==> src/rtl/int_ctrl.sv <==
// Eight-source vectored interrupt controller: rising-edge latching, fixed priority
// (source 0 highest), masking and a single-level service state released by iret.
//
//   state   | meaning
//   IDLE    | no handler running; may take the highest-priority enabled pending source
//   SERVICE | handler for cur_id running; waits for iret on an active instruction cycle
module int_ctrl #(
  parameter logic [15:0] VEC_BASE  = 16'h0020,
  parameter int          VEC_SHIFT = 2
) (
  input  logic        clk,
  input  logic        rst_n,
  input  logic [7:0]  irq_src,
  input  logic        int_en,
  input  logic        insn_ce,
  input  logic        iret_detected,
  input  logic        cfg_we,
  input  logic [1:0]  cfg_ad,
  input  logic [15:0] cfg_din,
  output logic [15:0] cfg_dout,
  output logic        irq_take,
  output logic [15:0] irq_vector
);

  typedef enum logic {IDLE = 1'b0, SERVICE = 1'b1} state_t;

  state_t      state_q, state_d;
  logic [7:0]  mask_q, mask_d;
  logic [7:0]  pend_q, pend_d;
  logic [7:0]  prev_q;
  logic [2:0]  cur_id_q, cur_id_d;

  logic [7:0]  req;
  logic [2:0]  sel_id;
  logic        busy;
  logic [7:0]  pend_set, pend_clr;
  logic        unused_cfg_din;

  assign unused_cfg_din = ^cfg_din[15:8];

  assign req = pend_q & mask_q;

  // Scan from the top so the lowest set bit is the last one written.
  always_comb begin
    sel_id = 3'd0;
    for (int i = 7; i >= 0; i--) begin
      if (req[i]) sel_id = 3'(i);
    end
  end

  assign irq_vector = VEC_BASE + (16'(sel_id) << VEC_SHIFT);

  // State register
  always_ff @(posedge clk or negedge rst_n) begin
    if (!rst_n) state_q <= IDLE;
    else        state_q <= state_d;
  end

  // Next-state logic
  always_comb begin
    state_d = state_q;
    case (state_q)
      IDLE:    if (irq_take) state_d = SERVICE;
      SERVICE: if (iret_detected && insn_ce) state_d = IDLE;
      default: state_d = IDLE;
    endcase
  end

  // Output logic
  always_comb begin
    busy     = (state_q == SERVICE);
    irq_take = (state_q == IDLE) && int_en && insn_ce && (|req);
  end

  // Set terms are applied after clear terms so a coincident set always wins.
  always_comb begin
    pend_set = (irq_src & ~prev_q);
    pend_clr = irq_take ? (8'h01 << sel_id) : 8'h00;
    mask_d   = mask_q;
    if (cfg_we) begin
      case (cfg_ad)
        2'd0:    mask_d   = cfg_din[7:0];
        2'd1:    pend_clr = pend_clr | cfg_din[7:0];
        2'd3:    pend_set = pend_set | cfg_din[7:0];
        default: ;
      endcase
    end
    pend_d   = (pend_q & ~pend_clr) | pend_set;
    cur_id_d = irq_take ? sel_id : cur_id_q;
  end

  always_ff @(posedge clk or negedge rst_n) begin
    if (!rst_n) begin
      mask_q   <= 8'h00;
      pend_q   <= 8'h00;
      prev_q   <= 8'h00;
      cur_id_q <= 3'd0;
    end else begin
      mask_q   <= mask_d;
      pend_q   <= pend_d;
      prev_q   <= irq_src;
      cur_id_q <= cur_id_d;
    end
  end

  always_comb begin
    cfg_dout = 16'h0000;
    case (cfg_ad)
      2'd0:    cfg_dout = {8'h00, mask_q};
      2'd1:    cfg_dout = {8'h00, pend_q};
      2'd2:    cfg_dout = {7'b0, busy, 5'b0, cur_id_q};
      default: cfg_dout = 16'h0000;
    endcase
  end

endmodule

==> config.mk <==
export PLATFORM = sky130hd
export DESIGN_NAME = int_ctrl
export DESIGN_NICKNAME = d
export VERILOG_FILES = /design/src/rtl/int_ctrl.sv
export SDC_FILE = /design/constraint.sdc
export NUM_CORES = 1
export LEC_CHECK = 0
export BUFFER_PORTS_ARGS = -buffer_cell sky130_fd_sc_hd__buf_4
export CAP_MARGIN = 20
export CELL_PAD_IN_SITES_DETAIL_PLACEMENT = 1
export CELL_PAD_IN_SITES_GLOBAL_PLACEMENT = 2
export CORE_ASPECT_RATIO = 0.9
export CORE_MARGIN = 10
export CORE_UTILIZATION = 30
export CTS_CLUSTER_SIZE = 20
export DETAILED_ROUTE_END_ITERATION = 8
export HOLD_SLACK_MARGIN = 0.02
export PLACE_DENSITY_LB_ADDON = 0.1
export SYNTH_ARGS = -nofsm -noshare
export SYNTH_HDL_FRONTEND = slang
export SYNTH_SLANG_ARGS = --single-unit
==> constraint.sdc <==
create_clock -name clk -period 2.8 [get_ports clk]
set_clock_uncertainty 0.15 [all_clocks]
set_input_delay 0.14 -clock clk [delete_from_list [all_inputs] [get_ports clk]]
set_output_delay 0.14 -clock clk [all_outputs]
set_load 0.01 [all_outputs]
=== Word level (Yosys, flattened, before mapping) ===
Index checks and enable logic that the tools add are counted.

* Word-level logic and storage cells: 43
* Output and inout port bits: 33
* Memories: 0
* Input port bits: 32
* Bits in registers: 28
* Bits in read-only memories: 0
* Bits in latches: 0
* RAM bits: 0

* Bitwise logic cells: 9
* $lt $le $gt $ge: 0
* Shift operators: 1
* Add/subtract/negate cells: 1
* Reductions and logical operators: 7
* Equal/unequal tests: 3
* Muxes and demuxes: 17
* Divide/modulo/power cells: 0
* Multipliers: 0

{| class="wikitable"
|+ Operators with widths
! operator !! count
|-
| $mux 8 || 5
|-
| $pmux 9 s3 || 1
|-
| $and 8x8->8 || 3
|-
| $mux 3 || 8
|-
| $or 8x8->8 || 3
|-
| $not 8->8 || 2
|-
| $reduce_or 8->1 || 1
|-
| $shl 1x3->8 const A || 1
|-
| $add 6x5->7 const A || 1
|-
| $eq 2x2->1 const B || 2
|-
| $logic_and 1x1->1 || 4
|-
| $eq 2x1->1 const B || 1
|-
| $logic_not 2->1 || 1
|-
| $mux 1 || 2
|-
| $pmux 1 s2 || 1
|-
| $reduce_and 2->1 || 1
|-
| $not 1->1 || 1
|}

=== Logic depth before layout (Yosys ltp) ===
Gate-level depths: netlist of the first run.

* Depth after elaboration: 17
* Gate-level depth with buffers: 5
* Mapped depth without buffers: 5

=== Worst setup path after synthesis of the first run ===
No wires, ideal clock.

* Path kind: reg2reg
* From: register mask_q[6]
* To: register cur_id_q[0]
* Data arrival time: 1.243 ns
* Setup time: 0.125 ns
* Path slack: 1.282 ns
* Cell stages (with the launch flop): 5
* Clock period less this slack: 1.518 ns
* Required time: 2.525 ns
* Buffers on the path: 0
* Cells stage by stage: dfrtp_1 -> a22o_1 -> nor2_4 -> a31oi_4 -> mux2_4

* Elaborated cells between the ends (all ways): 10
* Those cells by class: mux: 7; bitwise: 1; reduce/logical: 2

{| class="wikitable"
|+ RTL lines
! element !! line !! RTL
|-
| start: declaration || 28 || <nowiki>logic [7:0] mask_q, mask_d;</nowiki>
|-
| start signal: assignment || 99 || <nowiki>mask_q <= mask_d;</nowiki>
|-
| $and 8x8->8 || 41 || <nowiki>assign req = pend_q & mask_q;</nowiki>
|-
| $reduce_or 8->1 || 72 || <nowiki>irq_take = (state_q == IDLE) && int_en && insn_ce && (|req);</nowiki>
|-
| $logic_and 1x1->1 || 72 ||
|-
| named net irq_take || 21 || <nowiki>output logic irq_take,</nowiki>
|-
| end signal: assignment || 102 || <nowiki>cur_id_q <= cur_id_d;</nowiki>
|-
| end: declaration || 31 || <nowiki>logic [2:0] cur_id_q, cur_id_d;</nowiki>
|}

The timed path passes the listed nets, and every way through them passes these cells.
A chain may end at the register's enable or synchronous reset.

=== Final worst setup path of the first run ===
* From: register mask_q[4]
* To: output irq_vector[3]

* Word-level cells in the longest chain between the ends: 7

{| class="wikitable"
|+ Ends and longest elaborated chain
! element !! line !! RTL
|-
| $and 8x8->8 || 41 ||
|-
| $mux 3 (5 in a row) || 47 || <nowiki>if (req[i]) sel_id = 3'(i);</nowiki>
|-
| $add 6x5->7 || 51 || <nowiki>assign irq_vector = VEC_BASE + (16'(sel_id) << VEC_SHIFT);</nowiki>
|-
| end: declaration || 22 || <nowiki>output logic [15:0] irq_vector</nowiki>
|}

No other way between the ends.

==> results.py, run 1 <==
metrics = {
    "synthesis": {
        "ys_seq_area_frac": 0.4311,
        "synth_top_area_share": 0.4311,
        "synth_top_area_cell": "dfrtp_1",
        "synth_area_leaders": "dfrtp_1 43%, buf_4 9.7%, mux2_2 5.5%",
        "ys_seq_elements": 28,
        "synth.cell_area_sq_um": 1625,
        "synth-main-ff-cell": "dfrtp_1",
        "yosysMostFrequentCell": "dfrtp_1",
        "syn_avg_cell_area_sq_um": 10.16,
        "netlist_top_cells_count": "28 x dfrtp_1, 21 x buf_4, 15 x nand2_1, 12 x a21oi_1, 11 x nor2_1",
        "synth_edf_count": 0,
        "async_flop_share": 1.000,
        "ys_warn_count": 0,
        "syn_inst": 160,
        "synth_cell_types": 33,
    },
    "timing": {
        "rsz0062_at_grt": "false",
        "min_period_ns": 1.869,
        "drv_slew": 0,
        "setup_tns_ns": 0,
        "fmax_mhz": 535.0,
        "slew_headroom": 0.6263,
        "period_share": 0.6675,
        "tightestPinTransition_ns": 0.5599,
        "setup_slack_ns": 0.9310,
        "final-setup-viol-count": 0,
        "hold_violations": 0,
    },
    "clock_tree": {
        "clkSinkCount": 28,
        "htree_levels": 1,
        "path_clk_slew_ns": 0.10,
        "root_buffer": "clkbuf_8",
        "numCtsBuffers": 3,
        "worstSkewPairLatency_ns": 0.28,
        "clk_path_buf_depth": 2,
        "cts_tree": "yes",
    },
    "drt": {
        "wl_microns": 4766,
        "via_count": 1336,
        "drt-initial-drc-count": 22,
        "drcViolationCount": 0,
        "postRouteAntennaNets": 0,
        "viasPerCell": 4.789,
        "drtPass1Iterations": 4,
        "post_drt_wl_per_cell_microns": 17.08,
    },
    "power_and_ir_drop": {
        "ir_drop_v": 0.0002118,
        "swShare": 0.3370,
        "power_density_nw_per_um2": 573.8,
        "power_frac_comb": 0.341,
        "power.share.clock": 0.216,
        "seqPwrFrac": 0.443,
        "leakage_nw": 0.9765,
        "p_int_w": 0.0008044,
        "switching_power_w": 0.0004089,
    },
    "global_route": {
        "track_usage": 0.1085,
        "grtUsageMet1": 0.1233,
        "gr-total-overflow": 0,
        "grt_first_pass_wirelength_microns": 7941,
        "busiest_layer": "met2",
        "met3_usage": 0.03673,
        "grt_pass1_vias": 1544,
        "antenna_found_initial": 0,
        "grt_max_degree": 29,
        "use_met2": 0.1903,
    },
    "floorplan": {
        "io_pins": 65,
        "core_area_sq_um": 5255,
        "initial_core_util": 0.3093,
        "die_h_microns": 89.83,
        "dieWidth_microns": 97.59,
        "dieArea_sq_um": 8766,
        "rows": 25,
    },
    "placed_design": {
        "placed_area_sq_um": 1869,
        "portBuffers": 36,
        "dp_hpwl_microns": 3584,
        "routabilityCongestion": 0.7874,
        "place_ws_ns": 1.163,
    },
    "worst_setup_path": {
        "start_kind": "flop",
        "r2r-end": "cur_id_q[0]",
        "crit_start": "mask_q[4]",
        "path_max_fanout": 4,
        "ff2ff_path_depth": 3,
        "crit_required_ns": 2.51,
        "path_class": "flop to output pin",
        "r2r-start": "mask_q[1]",
        "rrSetupSlack_ns": 1.16,
        "arrival_ns": 1.58,
        "worstSetupEndpointType": "output pin",
    },
    "cells_and_area": {
        "nNetsFinal": 245,
        "syn2layout_area_growth_pct": 30.10,
        "fill_cells": 645,
        "final_design_area_no_fill_sq_um": 2115,
        "drive_above_1_share": 0.2689,
        "insertedDiodeCount": 0,
    },
    "job": {
        "cap_violations": 0,
    },
    "run_status": {
        "outcome": "completed",
    },
    "min_path": {
        "hold_path.class": "primary input to asynchronous set/reset pin",
    },
}
==> layout by cell type (no fill, tap or decap), drive strengths merged, types with 7 or more instances in the layout <==
cell type / n
a21oi: 12
a22o: 8
buf: 36
conb: 20
dfrtp: 28
dlygate4sd3: 19
inv: 7
mux2: 10
mux2i: 8
nand2: 15
nor2: 12
==> kinds of logic (layout without fill, tap and decap cells) <==
kind of cell           after synthesis  in the layout  share of synthesized area
muxes                               18             18                     0.1232
and+or+nand+nor                     44             44                     0.1417
other                                2             20                   0.004621
AOI/OAI and AO/OA                   36             36                     0.1740
buffers and inverters               32             66                     0.1255
DFF                                 28             28                     0.4311
==> worst max-delay path by stage <==
stage / end / cells past startpoint
6_report: irq_vector[3] / 4
5_1_grt: irq_vector[2] / 5
4_1_cts: irq_vector[3] / 4
3_5_place_dp: cur_id_q[0] / 5
3_3_place_gp: cur_id_q[0] / 5
2_1_floorplan: cur_id_q[0] / 4
==> per-stage QoR <==
stage	util	cells	total power, W	hold slack [ns]
after floorplan	-	178	0.0007964	-0.3056
after detailed placement	0.3557	256	0.0009441	-0.05483
after global placement	0.3557	256	0.0009340	-0.05849
after CTS	0.4024	279	0.001235	0.1794
after global routing	0.4024	279	0.001302	0.1952
final	0.4024	279	0.001213	0.1646
==> sequential cells by signal (all words and copies together), names as in the netlist <==
register,count
pend_q,8
prev_q,8
cur_id_q,3
busy,1
mask_q,8
==> final cells by class <==
type                            instances  area (sq um)  area share
Tap cell                               67         83.83     0.03964
Timing Repair Buffer                   55         460.4      0.2178
Multi-Input combinational cell        118         788.3      0.3728
Sequential cell                        28         700.7      0.3314
Clock buffer                            4         55.05     0.02604
Inverter                                7         26.28     0.01243
==> timing repair <==
| item | CTS | global route |
|---|---|---|
| gates resized for setup | 0 | 0 |
| hold endpoints to repair | 47 | 0 |
| hold buffers | 19 | 0 |
| buffers inserted | 0 | 0 |
==> routing by layer <==
layer,up-vias,share of wire
li1,628,-
met1,669,0.42
met2,35,0.51
met3,4,0.059
met4,0,0.0078
met5,-,0
==> power groups by stage <==
stage	registers, W	logic [W]	clock network, W
2_1_floorplan	0.000525	0.000271	0
3_5_place_dp	0.000545	0.000399	0
6_report	0.000537	0.000414	0.000262
4_1_cts	0.000538	0.000421	0.000276
3_3_place_gp	0.000542	0.000392	0
5_1_grt	0.000550	0.000460	0.000292
==> worst max-delay path, stage by stage (launching register included) <==
cell and delay (ns):
dfrtp_1 0.43, a22o_1 0.31, nand2b_1 0.22, a21boi_2 0.19, buf_4 0.15
(Power assumes the default switching activity.)
==> run 2, diff against run 1 <==
--- a/config.mk
+++ b/config.mk
@@ -11,7 +11,7 @@
 export CELL_PAD_IN_SITES_GLOBAL_PLACEMENT = 2
 export CORE_ASPECT_RATIO = 0.9
 export CORE_MARGIN = 10
-export CORE_UTILIZATION = 30
+export CORE_UTILIZATION = 25
 export CTS_CLUSTER_SIZE = 20
 export DETAILED_ROUTE_END_ITERATION = 8
 export HOLD_SLACK_MARGIN = 0.02
==> constraint.sdc (replaced) <==
create_clock -name clk -period 1.7 [get_ports clk]
set_clock_uncertainty 0.15 [all_clocks]
set_input_delay 0.085 -clock clk [delete_from_list [all_inputs] [get_ports clk]]
set_output_delay 0.085 -clock clk [all_outputs]
set_load 0.01 [all_outputs]
==> results.py, run 2 (synthesized netlist as in run 1, its figures left out) <==
metrics = {
    "timing": {
        "setup_slack_ns": 0.02361,
        "min_period_ns": 1.676,
        "hold_violations": 0,
        "final-setup-viol-count": 0,
        "period_share": 0.9861,
        "whs_ns": 0.1125,
        "rsz0062_at_grt": "true",
        "drv_slew": 0,
        "fmax_mhz": 596.5,
    },
    "worst_setup_path": {
        "path_max_fanout": 4,
        "r2r-start": "pend_q[6]",
        "start_kind": "flop",
        "crit_required_ns": 1.46,
        "rrSetupSlack_ns": 0.07,
        "worstSetupEndpointType": "output pin",
        "arrival_ns": 1.44,
        "r2r-end": "cur_id_q[1]",
        "path_class": "flop to output pin",
        "ff2ff_path_depth": 6,
    },
    "global_route": {
        "grt_max_degree": 29,
        "grt_first_pass_wirelength_microns": 7935,
        "track_usage": 0.09669,
        "grt_pass1_vias": 1567,
        "antenna_found_initial": 0,
        "gr-total-overflow": 0,
    },
    "power_and_ir_drop": {
        "power_w": 0.002263,
        "leakage_nw": 1.073,
        "ir_drop_v": 0.0004079,
        "power_density_nw_per_um2": 967.6,
    },
    "cells_and_area": {
        "final_design_area_no_fill_sq_um": 2338,
        "insertedDiodeCount": 0,
        "final_cell_mix": "44 x buf_4, 25 x dfrtp_1, 20 x conb_1",
        "syn2layout_area_growth_pct": 43.88,
        "nNetsFinal": 260,
        "top_regs": "mask_q: 8 flops, pend_q: 8 flops, prev_q: 8 flops",
        "final_common_cell": "buf_4",
        "drive_above_1_share": 0.3612,
        "fill_cells": 732,
        "final_cells": 314,
    },
    "placed_design": {
        "routabilityCongestion": 0.7164,
        "dp_hpwl_microns": 3868,
        "place_ws_ns": 0.1187,
        "dp.cells": 281,
        "placed_area_sq_um": 1932,
        "portBuffers": 36,
    },
    "job": {
        "cap_violations": 0,
    },
    "floorplan": {
        "core_area_sq_um": 6216,
        "die_h_microns": 96.49,
        "initial_core_util": 0.2615,
        "io_pins": 65,
        "dieWidth_microns": 105.0,
        "dieArea_sq_um": 10130,
        "rows": 27,
    },
    "clock_tree": {
        "worstSkewPairLatency_ns": 0.28,
        "path_clk_slew_ns": 0.10,
        "clkSinkCount": 28,
        "htree_levels": 1,
        "root_buffer": "clkbuf_8",
        "numCtsBuffers": 3,
        "cts_tree": "yes",
        "clk_path_buf_depth": 2,
    },
    "drt": {
        "drcViolationCount": 0,
        "drt-initial-drc-count": 24,
        "wl_microns": 5136,
        "via_count": 1359,
        "drtPass1Iterations": 4,
        "postRouteAntennaNets": 0,
        "viasPerCell": 4.328,
        "post_drt_wl_per_cell_microns": 16.36,
    },
    "min_path": {
        "hold_path.class": "primary input to asynchronous set/reset pin",
    },
    "run_status": {
        "outcome": "completed",
    },
}
## run 2: cell types whose count changed in the layout (fill, tap and decap cells not counted), sizes merged
cell and change:
buf +15
## run 2: worst max-delay path by stage
stage | to | depth (start not counted) | startpoint | slack, ns
global route | irq_take | 4 | pend_q[6] | -0.07
global placement | cur_id_q[1] | 4 | mask_q[4] | 0.14
detailed placement | cur_id_q[0] | 4 | mask_q[4] | 0.12
CTS | irq_vector[3] | 4 | mask_q[4] | -0.001
floorplan | cur_id_q[0] | 4 | mask_q[6] | 0.18
finish | irq_vector[3] | 4 | mask_q[4] | 0.02
## run 2: repair_timing
action / CTS / global route
endpoints found under the setup margin: 3 / 4
hold endpoints to repair: 50 / 0
pin swaps: 4 / 5
hold buffers: 19 / 0
resized for setup: 7 / 12
buffers inserted: 5 / 5
## run 2: cell type report
cell class,instances,area (sq um),area share
inverters,7,28.78,0.01231
repair buffers,70,608.1,0.2600
multi-input cells,118,833.3,0.3563
flip-flops and latches,28,704.4,0.3012
well taps,87,108.9,0.04655
clock buffers,4,55.05,0.02354
## run 2: metrics by stage
stage / TNS (ns) / utilization
2_1_floorplan: 0 / -
3_3_place_gp: 0 / 0.3108
3_5_place_dp: 0 / 0.3108
4_1_cts: -0.001316 / 0.3617
5_1_grt: -0.1427 / 0.3762
6_report: 0 / 0.3762
## run 2: critical path, stage by stage, from the launching register on
cell	delay [ns]
dfrtp_2	0.45
a22o_4	0.28
nand2b_4	0.16
a21boi_4	0.15
buf_6	0.12
## run 2: power breakdown
group | leakage [nW] | switching [W] | internal, W
clock network | 0.0288 | 0.000224 | 0.000208
logic | 0.732 | 0.000407 | 0.000524
registers | 0.312 | 0.000119 | 0.000780
total | 1.07 | 0.000750 | 0.00151
## run 2: per-layer routing
layer	wire length [microns]	vias to the layer above	track usage
li1	-	652	-
met1	2223	672	0.1090
met2	2623	31	0.1771
met3	235	4	0.03044
met4	54	0	0.02169
met5	0	-	0
